===== src/rtl/gray_pkg.sv =====
// Shared Gray-code helpers and wrap-mode encodings.
// Used by gray_counter_n and by the FIFO pointer logic.
// The conversion functions work on a 32-bit container. A narrower value must
// be zero-extended before the call and truncated afterwards. Zero upper bits
// leave the result of either conversion unchanged.
package gray_pkg;

  // End-of-range behaviour selector for the WRAP parameter.
  localparam int WRAP_SAT = 0;  // hold at the end of the range
  localparam int WRAP_MOD = 1;  // modulo 2^WIDTH wrap-around

  localparam int GRAY_MAX_W = 32;

  function automatic logic [GRAY_MAX_W-1:0] bin2gray(input logic [GRAY_MAX_W-1:0] b);
    return b ^ (b >> 1);
  endfunction

  // Prefix XOR from the MSB downwards.
  function automatic logic [GRAY_MAX_W-1:0] gray2bin(input logic [GRAY_MAX_W-1:0] gv);
    logic [GRAY_MAX_W-1:0] b;
    b[GRAY_MAX_W-1] = gv[GRAY_MAX_W-1];
    for (int i = GRAY_MAX_W - 2; i >= 0; i--) begin
      b[i] = b[i+1] ^ gv[i];
    end
    return b;
  endfunction

endpackage


===== src/rtl/gray2bin_n.sv =====
// Combinational Gray-to-binary converter.
// Ports:
//   i_gray : WIDTH-bit Gray-coded input
//   o_bin  : WIDTH-bit binary equivalent
// bin[MSB] = g[MSB], and bin[i] = bin[i+1] ^ g[i] for the lower bits. The
// XOR chain ripples from the MSB, so its depth grows linearly with WIDTH.
module gray2bin_n #(
  parameter int WIDTH = 3
) (
  input  logic [WIDTH-1:0] i_gray,
  output logic [WIDTH-1:0] o_bin
);

  assign o_bin[WIDTH-1] = i_gray[WIDTH-1];

  for (genvar gi = 0; gi < WIDTH - 1; gi++) begin : g_prefix_xor
    assign o_bin[gi] = o_bin[gi+1] ^ i_gray[gi];
  end

endmodule


===== src/rtl/gray_counter_n.sv =====
// Registered up/down counter with a binary value and its Gray code.
// Ports:
//   clk          : clock. All state changes on the rising edge.
//   rst          : synchronous active-high reset
//   en           : count enable for this cycle
//   up           : direction (1 counts up, 0 counts down)
//   load         : load load_val this cycle (takes priority over en)
//   load_is_gray : 1 means load_val is Gray-coded, 0 means it is binary
//   load_val     : value to load
//   bin          : registered binary count
//   g            : registered Gray code of bin
//   wrap         : registered one-cycle pulse on a wrap or a blocked end step
// The same edge loads g and bin from one next-state value. g is never decoded
// after the flop, so it stays glitch-free for clock-domain crossing.
module gray_counter_n
  import gray_pkg::*;
#(
  parameter int WIDTH = 3,
  parameter int WRAP  = WRAP_MOD
) (
  input  logic             clk,
  input  logic             rst,
  input  logic             en,
  input  logic             up,
  input  logic             load,
  input  logic             load_is_gray,
  input  logic [WIDTH-1:0] load_val,
  output logic [WIDTH-1:0] bin,
  output logic [WIDTH-1:0] g,
  output logic             wrap
);

  localparam logic [WIDTH-1:0] MAX_VAL = '1;
  localparam logic [WIDTH-1:0] MIN_VAL = '0;

  logic [WIDTH-1:0] r_bin;
  logic [WIDTH-1:0] r_g;
  logic             r_wrap;

  logic [WIDTH-1:0] w_load_bin;
  logic [WIDTH-1:0] w_bin_next;
  logic [WIDTH-1:0] w_g_next;
  logic             w_wrap_next;
  logic             w_at_max;
  logic             w_at_min;

  gray2bin_n #(
    .WIDTH (WIDTH)
  ) u_gray2bin (
    .i_gray (load_val),
    .o_bin  (w_load_bin)
  );

  assign w_at_max = (r_bin == MAX_VAL);
  assign w_at_min = (r_bin == MIN_VAL);

  // Next-state mux. Load beats enable, and reset is applied in the flop
  // process. At an end of the range the step either wraps to the opposite
  // end or holds, depending on the mode. The wrap pulse is raised in both
  // cases.
  always_comb begin
    w_bin_next  = r_bin;
    w_wrap_next = 1'b0;
    if (load) begin
      w_bin_next = load_is_gray ? w_load_bin : load_val;
    end else if (en) begin
      if (up) begin
        if (w_at_max) begin
          w_wrap_next = 1'b1;
          w_bin_next  = (WRAP == WRAP_MOD) ? MIN_VAL : MAX_VAL;
        end else begin
          w_bin_next = r_bin + 1'b1;
        end
      end else begin
        if (w_at_min) begin
          w_wrap_next = 1'b1;
          w_bin_next  = (WRAP == WRAP_MOD) ? MAX_VAL : MIN_VAL;
        end else begin
          w_bin_next = r_bin - 1'b1;
        end
      end
    end
  end

  assign w_g_next = WIDTH'(bin2gray(GRAY_MAX_W'(w_bin_next)));

  always_ff @(posedge clk) begin
    if (rst) begin
      r_bin  <= '0;
      r_g    <= '0;
      r_wrap <= 1'b0;
    end else begin
      r_bin  <= w_bin_next;
      r_g    <= w_g_next;
      r_wrap <= w_wrap_next;
    end
  end

  assign bin  = r_bin;
  assign g    = r_g;
  assign wrap = r_wrap;

endmodule


===== config.mk =====
export PLATFORM = sky130hd
export DESIGN_NAME = gray_counter_n
export DESIGN_NICKNAME = d
export VERILOG_FILES = /design/src/rtl/gray_pkg.sv /design/src/rtl/gray2bin_n.sv /design/src/rtl/gray_counter_n.sv
export SDC_FILE = /design/constraint.sdc
export NUM_CORES = 1
export LEC_CHECK = 0
export ABC_AREA = 1
export ABC_CLOCK_PERIOD_IN_PS = 1800
export CORE_AREA = 2 2 39 41
export DETAILED_ROUTE_END_ITERATION = 10
export DIE_AREA = 0 0 41 43
export GPL_TIMING_DRIVEN = 0
export SLEW_MARGIN = 10
export SYNTH_ARGS = -nofsm -noshare
export SYNTH_HDL_FRONTEND = slang
export SYNTH_HIERARCHICAL = 1
export SYNTH_SLANG_ARGS = --single-unit

===== constraint.sdc =====
create_clock -name clk -period 1.8 [get_ports clk]
set_input_delay 0.36 -clock clk [delete_from_list [all_inputs] [get_ports clk]]
set_output_delay 0.36 -clock clk [all_outputs]
set_load 0.1 [all_outputs]

### After elaboration in Yosys (flattened, before gate mapping)

Cells that the tools add are included.

* output and inout bits: 7
* bits in registers: 7
* bits of input ports: 9
* word-level logic and storage cells: 21

* equality and inequality tests: 1
* add/sub/neg operators: 2
* muxes and demuxes: 9
* reductions and logical operators: 2
* bitwise logic cells: 4

Operators with widths (count)
* two-way mux 3 bit: 5
* adder 3 x 1 -> 3 bit, second input constant: 1
* == test 3 bit, second input constant: 1
* zero test 3 bit: 1
* two-way mux 1 bit: 3
* OR reduction 3 bit: 1
* subtractor 3 x 1 -> 3 bit, second input constant: 1
* bitwise XOR 3 x 2 -> 3 bit: 1
* two-way mux 2 bit: 1
* bitwise XOR 1 bit: 2
* inverter 1 bit: 1

### Longest topological paths before layout

Gate-level depths: netlist of the first run.

* word-level depth: 6
* gate-level depth with buffers: 13
* depth with buffers taken out: 13

### By module

The synthesis of the first run kept the hierarchy.

Modules (own cells, without submodules)
* gray_counter_n: seq. area each 120.1 sq um, area each 416.6 sq um, instances 1, cells each 66
* gray2bin_n: seq. area each 0.0 sq um, area each 51.3 sq um, instances 1, cells each 12

### Worst setup path after synthesis of the first run

No wires, ideal clock.

* path type: register -> register
* start: reg r_bin[1] (netlist: bin[1])
* end: reg r_g[0] (netlist: g[0])
* setup slack: -0.310 ns
* library setup time: 0.058 ns
* clock period less this slack: 2.110 ns
* stages on the path, launching flop included: 13
* data arrival time: 2.052 ns
* data required time: 1.742 ns
* path buffers: 0
* cells stage by stage: dfxtp_1 -> inv_1 -> ha_1 -> inv_1 -> o21ai_0 -> nand2_1 -> nand2_1 -> nand2_1 -> nand2_2 -> inv_2 -> nor2_2 -> nand2_1 -> nand2_1

* longest elaborated chain between the ends: 6
* elaborated cells on any way between the ends: 10
* classes of those cells: add/sub: 2; eq/ne: 1; mux: 5; bitwise: 1; reduce/logical: 1

RTL lines
* start, declared: line gray_counter_n.sv:36 `logic [WIDTH-1:0] r_bin;`
* start signal, assigned: line gray_counter_n.sv:93 `r_bin <= w_bin_next;`
* subtractor 3 x 1 -> 3 bit, or another cell as far along: line gray_counter_n.sv:79 `w_bin_next = r_bin - 1'b1;`
* two-way mux 3 bit (on tied branches): line gray_counter_n.sv:75, gray_counter_n.sv:68
* two-way mux 3 bit: line gray_counter_n.sv:67 `if (up) begin`
* two-way mux 3 bit (*): line gray_counter_n.sv:66 `end else if (en) begin`
* two-way mux 3 bit (*): line gray_counter_n.sv:64 `if (load) begin`
* bitwise XOR 3 x 2 -> 3 bit (*): line gray_pkg.sv:15 `return b ^ (b >> 1);`
* end signal, assigned: line gray_counter_n.sv:94 `r_g <= w_g_next;`
* end, declared: line gray_counter_n.sv:37 `logic [WIDTH-1:0] r_g;`

Mark *: on every way between the ends. The rest lies on a longest branch, timed or not.
A chain may end at the register's enable or synchronous reset.

### Worst setup path after layout of the first run

* start: reg r_bin[0] (netlist: bin[0])
* end: out bin[0]

RTL lines
* end, declared: line gray_counter_n.sv:28 `output logic [WIDTH-1:0] bin,`

No word-level cell between the ends.

==> results of run 1 <==
-- final cells by class --
cell class	instances	area (um^2)	area share [%]
plain buffers	2	15.01	2.277
clock buffers	3	22.52	3.416
inverters	14	52.55	7.970
multi-input cells	56	280.3	42.50
flip-flops and latches	6	123.9	18.79
well taps	16	20.02	3.036
repair buffers	15	145.1	22.01
-- synthesized netlist by cell type (all sizes together) --
| library cell | instances |
|---|---|
| nand2 | 26 |
| inv | 14 |
| nor2 | 9 |
| dfxtp | 6 |
| a21oi | 5 |
| nand3 | 5 |
| ha | 4 |
| o21ai | 4 |
| buf | 2 |
| a2111oi | 1 |
| a2bb2oi | 1 |
| or2 | 1 |
-- logic make-up after synthesis --
| group | after synthesis | share of synthesized area (%) |
|---|---|---|
| flip-flops | 6 | 25.67 |
| buffers and inverters | 16 | 14.44 |
| adder cells (fa/ha/maj) | 4 | 10.70 |
| AND/OR/NAND/NOR | 41 | 35.83 |
| AO/OA/AOI/OAI | 11 | 13.37 |
-- routing by layer --
| layer | routed length [um] | track usage (%) |
|---|---|---|
| met2 | 460 | 19.69 |
| met4 | 0 | 2.000 |
| met1 | 427 | 14.56 |
| met3 | 51 | 4.712 |
| met5 | 0 | 0 |
-- power by group --
group,leakage (nW),switching (mW),internal [mW],total (mW)
registers,0.0506,0.00665,0.146,0.153
logic,0.297,0.164,0.0663,0.230
clock network,0.0138,0.0484,0.0754,0.124
total,0.361,0.219,0.288,0.507
-- flip-flops by register name, summed over array words and instances, names as in the netlist --
register,cells
bin,3
g,2
wrap,1
-- worst max path at each step --
| stage | to | start | slack (ps) |
|---|---|---|---|
| finish | bin[0] | bin[0] | 40 |
| global route | wrap | wrap | 2 |
| CTS | bin[1] | bin[1] | 10 |
| detailed placement | g[2] | bin[2] | -130 |
| global placement | g[2] | bin[2] | -140 |
| floorplan | g[1] | bin[0] | 40 |
-- stage by stage --
stage / hold slack, ps / worst slack (ps) / instance area, um^2 / TNS [ps]
after floorplan: 421.7 / 41.68 / 471.7 / 0
after global placement: 668.4 / -138.7 / 641.9 / -208.5
after detailed placement: 657.1 / -134.5 / 641.9 / -201.5
after CTS: 662.7 / 10.67 / 658.1 / 0
after global routing: 694.2 / 1.895 / 659.4 / 0
final: 656.2 / 37.02 / 659.4 / 0
==> summary.md, run 1 <==
| Metric | Value |
|---|---|
| Worst Hold Path EP | `wrap` |
| CTS Sinks | `6` |
| Resize count post-CTS | `11` |
| RSZ-0062 raised after global routing | `false` |
| Most frequent cells in the layout | `25 x nand2_1, 10 x inv_1, 8 x nor2_1, 8 x clkdlybuf4s50_1` |
| Crit path buffers/inverters | `1` |
| Largest net degree at the start of global routing | `7` |
| Register area share after synthesis | `25.67%` |
| Final setup fails | `0` |
| # IOs | `16` |
| Final cycle utilization of the critical path | `97.94%` |
| Max Cap Viol | `0` |
| Worst reg2reg path depth | `9` |
| Die H | `43 um` |
| HP Start | `bin[2]` |
| Worst hold path class | `reg2reg` |
| Final Util | `47.65%` |
| Largest area contributor in the netlist | `dfxtp_1` |
| Synth area leaders | `dfxtp_1 26%, nand2_1 20%, ha_1 11%` |
| Delay of the slowest critical-path stage | `820 ps` |
| Vias/cell | `4.384` |
| Pwr Total | `0.5067 mW` |
| Number of global-route vias before repair | `424` |
| TritonCTS clock tree | `built` |
| Clock transition at path regs | `50 ps` |
| Root Driver | `clkbuf_4` |
| Synth-to-layout area growth | `40.91%` |
| Antenna-violating nets left | `0` |
| Syn Nets | `91` |
| DRT Wirelength | `939 um` |
| Clk_skew | `2.420 ps` |
| Pins Over Slew Limit | `0` |
| FF+latch count, synth | `6` |
| Crit. path cell count | `1` |
| Final cell count without fillers | `112` |
| H-tree depth | `1` |
| Cells after DPL | `109` |
| Reg2reg setup slack | `310 ps` |
| Final Critical Period | `1763 ps` |
| Fillers | `164` |
| Layout cells sized above 1 | `16.67%` |
| Buffers on Ports | `15` |
| Post-synthesis average cell area | `5.999 um^2` |
| Synth Warn # | `6` |
| Placer Congestion | `0.6866` |
| Arrival @ worst endpoint | `1400 ps` |
| Grt ovf | `0` |
| Vias | `491` |
| Inserted Clock Buffers | `3` |
| Crit end category | `output pin` |
| Iter 0 DRT Violations | `3` |
| Crit-path slowest cell | `clkdlybuf4s15_1` |
| Cts hold-fix bufs | `0` |
| Crit path max-delay family | `buffers and inverters` |
| CP Cell Sequence | `clkdlybuf4s15_1` |
| Slew @ Worst Pin | `956.4 ps` |
| Outcome | `complete, no violations` |
| Worst rel slew slack | `36.50%` |
| Chip width | `41 um` |
| Final-stage net count | `111` |
| Final hold vios | `0` |
| First-pass GRT wire length | `1511 um` |
| Cell variety after synth | `16` |
| Setup Buffers After CTS | `0` |
| Yosys top cell area share | `25.67%` |
| Diode count | `0` |
| Row count | `14` |
| LEAKAGE | `0.3611 nW` |
| Source of the worst register-to-register timing path | `bin[0]` |
| Initial Utilization | `33.82%` |
| Die area | `1763 um^2` |
| CP startpoint kind | `flop` |
| Drt drc | `0` |
| Max Freq | `0.5672 GHz` |
| VDD IR max | `0.5837 mV` |
| WP data required | `1440 ps` |
| Commonest non-fill, non-tap cell in the layout | `nand2_1` |
| Crit-path max FO | `3` |
| Clk buf depth | `2` |
| Crit Path Category | `reg2out` |
| Worst flop-to-flop path endpoint | `g[1]` |
| Synth Instances | `78` |
| GRT Total Usage | `12.07%` |
| Initial antenna violation count | `0` |
| Cell Pwr Density | `768.5 nW/um^2` |
| Core box area | `1384 um^2` |
| Pre-antenna DRT Iters | `4` |
| Skew-Pair Late Insertion Delay | `240 ps` |
| Hold depth | `3` |
| Dpl hpwl | `799.7 um` |
| Synth Cell Area | `467.9 um^2` |
| DR WL/cell | `8.384 um` |
(Power assumes the default switching activity.)
==> inputs of run 2 (changes only) <==
ABC_AREA = not set   (was 1)
CELL_PAD_IN_SITES_DETAIL_PLACEMENT = 0   (was not set)
CELL_PAD_IN_SITES_GLOBAL_PLACEMENT = 1   (was not set)
CORE_AREA = not set   (was 2 2 39 41)
CORE_UTILIZATION = 29   (was not set)
DIE_AREA = not set   (was 0 0 41 43)
PLACE_DENSITY_LB_ADDON = 0.1   (was not set)
==> summary.md, run 2 <==
| Metric | Value |
|---|---|
| Outcome | `complete, no violations` |
| Clk_skew | `1.064 ps (-1.355 ps)` |
| Synth-to-layout area growth | `53.29%` |
| Most frequent cells in the layout | `8 x clkdlybuf4s50_1, 5 x nor2_1, 4 x nand2_1` |
| Dpl hpwl | `663.3 um (-17%)` |
| Cells after DPL | `77 (-29%)` |
| Drt drc | `0 (unchanged)` |
| Crit-path slowest cell | `dlygate4sd2_1` |
| Layout cells sized above 1 | `29.23% (+13 points)` |
| Crit path buffers/inverters | `1 (unchanged)` |
| Logic pwr share | `47.6% (+2.2 points)` |
| Crit end category | `output pin` |
| Worst hold path class | `reg2reg` |
| Synth area leaders | `dfxtp_1 29%, ha_1 12%, mux2i_1 7.2%` |
| Vias/cell | `4.888 (+11%)` |
| Pwr Total | `0.5567 mW (+9.9%)` |
| Post-Place Worst Slack | `-179.0 ps (-44.54 ps)` |
| Root Driver | `clkbuf_4` |
| Clock power share | `22.8% (-1.6 points)` |
| Commonest non-fill, non-tap cell in the layout | `clkdlybuf4s50_1` |
| Buffers on Ports | `15 (unchanged)` |
| Delay of the slowest critical-path stage | `840 ps (+20 ps)` |
| Final cycle utilization of the critical path | `97.38% (-0.56 points)` |
| Post-synthesis average cell area | `8.892 um^2 (+48%)` |
| Register area share after synthesis | `28.74% (+3.1 points)` |
| Inserted Clock Buffers | `3 (unchanged)` |
| DRT Wirelength | `887 um (-5.5%)` |
| Largest net degree at the start of global routing | `9 (+2)` |
| Final hold vios | `0 (unchanged)` |
| Largest register FFs | `3 (unchanged)` |
| Clock transition at path regs | `50 ps (about the same)` |
| Source of the worst register-to-register timing path | `bin[0]` |
| Post-synth EDFFs | `0 (unchanged)` |
| Top_reg_cell synth | `dfxtp_1` |
| Final setup fails | `0 (unchanged)` |
| Worst hold slack | `662.6 ps (+6.357 ps)` |
| Slack of the critical path | `47.18 ps (+10.16 ps)` |
| Switch Pwr | `0.2458 mW (+12%)` |
| Initial antenna violation count | `0 (unchanged)` |
| Cell Pwr Density | `869.1 nW/um^2 (+13%)` |
| Max Cap Viol | `0 (unchanged)` |
| Diode count | `0 (unchanged)` |
| CP Cell Sequence | `dlygate4sd2_1` |
| First-pass GRT wire length | `1407 um (-6.9%)` |
| Final Critical Period | `1753 ps (-10.16 ps)` |
| Antenna-violating nets left | `0 (unchanged)` |
| Worst flop-to-flop path endpoint | `g[1]` |
| Cell variety after synth | `23 (+7)` |
| Synth Warn # | `6 (unchanged)` |
| Setup Buffers After CTS | `0 (unchanged)` |
| Yosys top cell area share | `28.74% (+3.1 points)` |
| WP data required | `1440 ps (about the same)` |
| VDD IR max | `0.5376 mV (-7.9%)` |
| Core box area | `1318 um^2 (-4.8%)` |
| Reg2reg setup slack | `90 ps (-220 ps)` |
| Crit-path max FO | `1 (-2)` |
| Synth Instances | `47 (-40%)` |
| Hold depth | `3 (unchanged)` |
| Syn Nets | `60 (-34%)` |
| Max Freq | `0.5705 GHz (+0.58%)` |
| Slew @ Worst Pin | `946.6 ps (-9.765 ps)` |
| Cts hold-fix bufs | `0 (unchanged)` |
| Sequential share of power | `29.6% (-0.6 points)` |
| Die area | `1597 um^2 (-9.4%)` |
| Fillers | `128 (-22%)` |
| Initial Utilization | `31.72% (-2.1 points)` |
| Crit Path Category | `reg2out` |
| Clk buf depth | `2 (unchanged)` |
| Grt ovf | `0 (unchanged)` |
| Die H | `39.96 um (-7.1%)` |
| GRT Total Usage | `13.67% (+1.6 points)` |
| Final cell count without fillers | `80 (-29%)` |
| Largest area contributor in the netlist | `dfxtp_1` |
| Worst Hold Path EP | `bin[0]` |
| Vias | `391 (-20%)` |
| Number of global-route vias before repair | `339 (-20%)` |
| Setup TNS | `0 ps (unchanged)` |
| Synth Cell Area | `417.9 um^2 (-11%)` |
| Int Pwr | `0.3109 mW (+7.9%)` |
| FF+latch count, synth | `6 (unchanged)` |
| Pins Over Slew Limit | `0 (unchanged)` |
| DR WL/cell | `11.09 um (+32%)` |
| Final Util | `48.62% (+0.97 points)` |
| Arrival @ worst endpoint | `1390 ps (about the same)` |
| Row count | `13 (-1)` |
| Switching share of power | `44.16% (+0.99 points)` |
| TritonCTS clock tree | `built` |
| DP Area | `623.1 um^2 (-2.9%)` |
| Finished Cell Area | `640.6 um^2 (-2.8%)` |
| CTS Sinks | `6 (unchanged)` |
| Iter 0 DRT Violations | `5 (+2)` |
| Most frequent cell after synthesis | `dfxtp_1` |
| LEAKAGE | `0.2719 nW (-25%)` |
| Skew-Pair Late Insertion Delay | `250 ps (about the same)` |
| Placer Congestion | `0.6788 (-1.1%)` |
| HP Start | `bin[0]` |
| Worst reg2reg path depth | `7 (-2)` |
| CP startpoint kind | `flop` |
| H-tree depth | `1 (unchanged)` |
| Pre-antenna DRT Iters | `2 (-2)` |
| RSZ-0062 raised after global routing | `false` |
| Final-stage net count | `80 (-28%)` |
| Crit path max-delay family | `buffers and inverters` |
| # IOs | `16 (unchanged)` |
| Post-synth ARST share | `0% (unchanged)` |
| Worst rel slew slack | `37.14% (+0.65 points)` |
| Chip width | `39.96 um (-2.5%)` |
| Post-synth top cells | `6 x dfxtp_1, 5 x nor2_1, 4 x ha_1, 4 x nand2_1` |
run 2: worst max path at each step:
stage	depth (start not counted)	endpoint	start	slack [ps]
after floorplan	7	g[1]	bin[1]	-8
after global placement	2	g[2]	bin[2]	-190
after detailed placement	2	g[2]	bin[2]	-180
after CTS	1	g[1]	g[1]	30
after global routing	1	wrap	wrap	7
final	1	wrap	wrap	50
run 2: power groups by stage:
stage	sequential, mW	combinational (mW)	clock (mW)
after floorplan	0.269	0.0971	0
after global placement	0.167	0.272	0
after detailed placement	0.166	0.272	0
after CTS	0.165	0.267	0.135
after global routing	0.167	0.282	0.143
final	0.165	0.265	0.127
run 2: final cells by class:
type / instances / area, um^2 / share of cell area (%)
inverter: 2 / 12.51 / 1.953
buffer: 2 / 15.01 / 2.344
clock buffer: 3 / 22.52 / 3.516
sequential: 6 / 128.9 / 20.12
timing repair buffer: 15 / 145.1 / 22.66
tap: 15 / 18.77 / 2.930
multi-input combinational: 37 / 297.8 / 46.48
run 2: logic make-up after synthesis:
logic type / after synthesis / share of synthesized area [%]
flip-flops: 6 / 28.74
AND/OR/NAND/NOR: 18 / 21.56
adder cells (fa/ha/maj): 4 / 11.98
AO/OA/AOI/OAI: 8 / 13.17
XOR/XNOR: 4 / 11.98
multiplexers: 3 / 7.186
buffers and inverters: 4 / 5.389
run 2: routing by layer:
layer	part of all wire, %	track usage (%)	vias to the layer above
met5	0	0	-
met4	2.0	5.172	0
met1	46	16.27	173
li1	-	-	201
met3	6.0	6.667	2
met2	46	20.97	15
run 2: what timing repair did:
| item | CTS | global route |
|---|---|---|
| gates resized for setup | 15 | 2 |
| endpoints found under the setup margin | 7 | 2 |
| pin swaps | 0 | 0 |
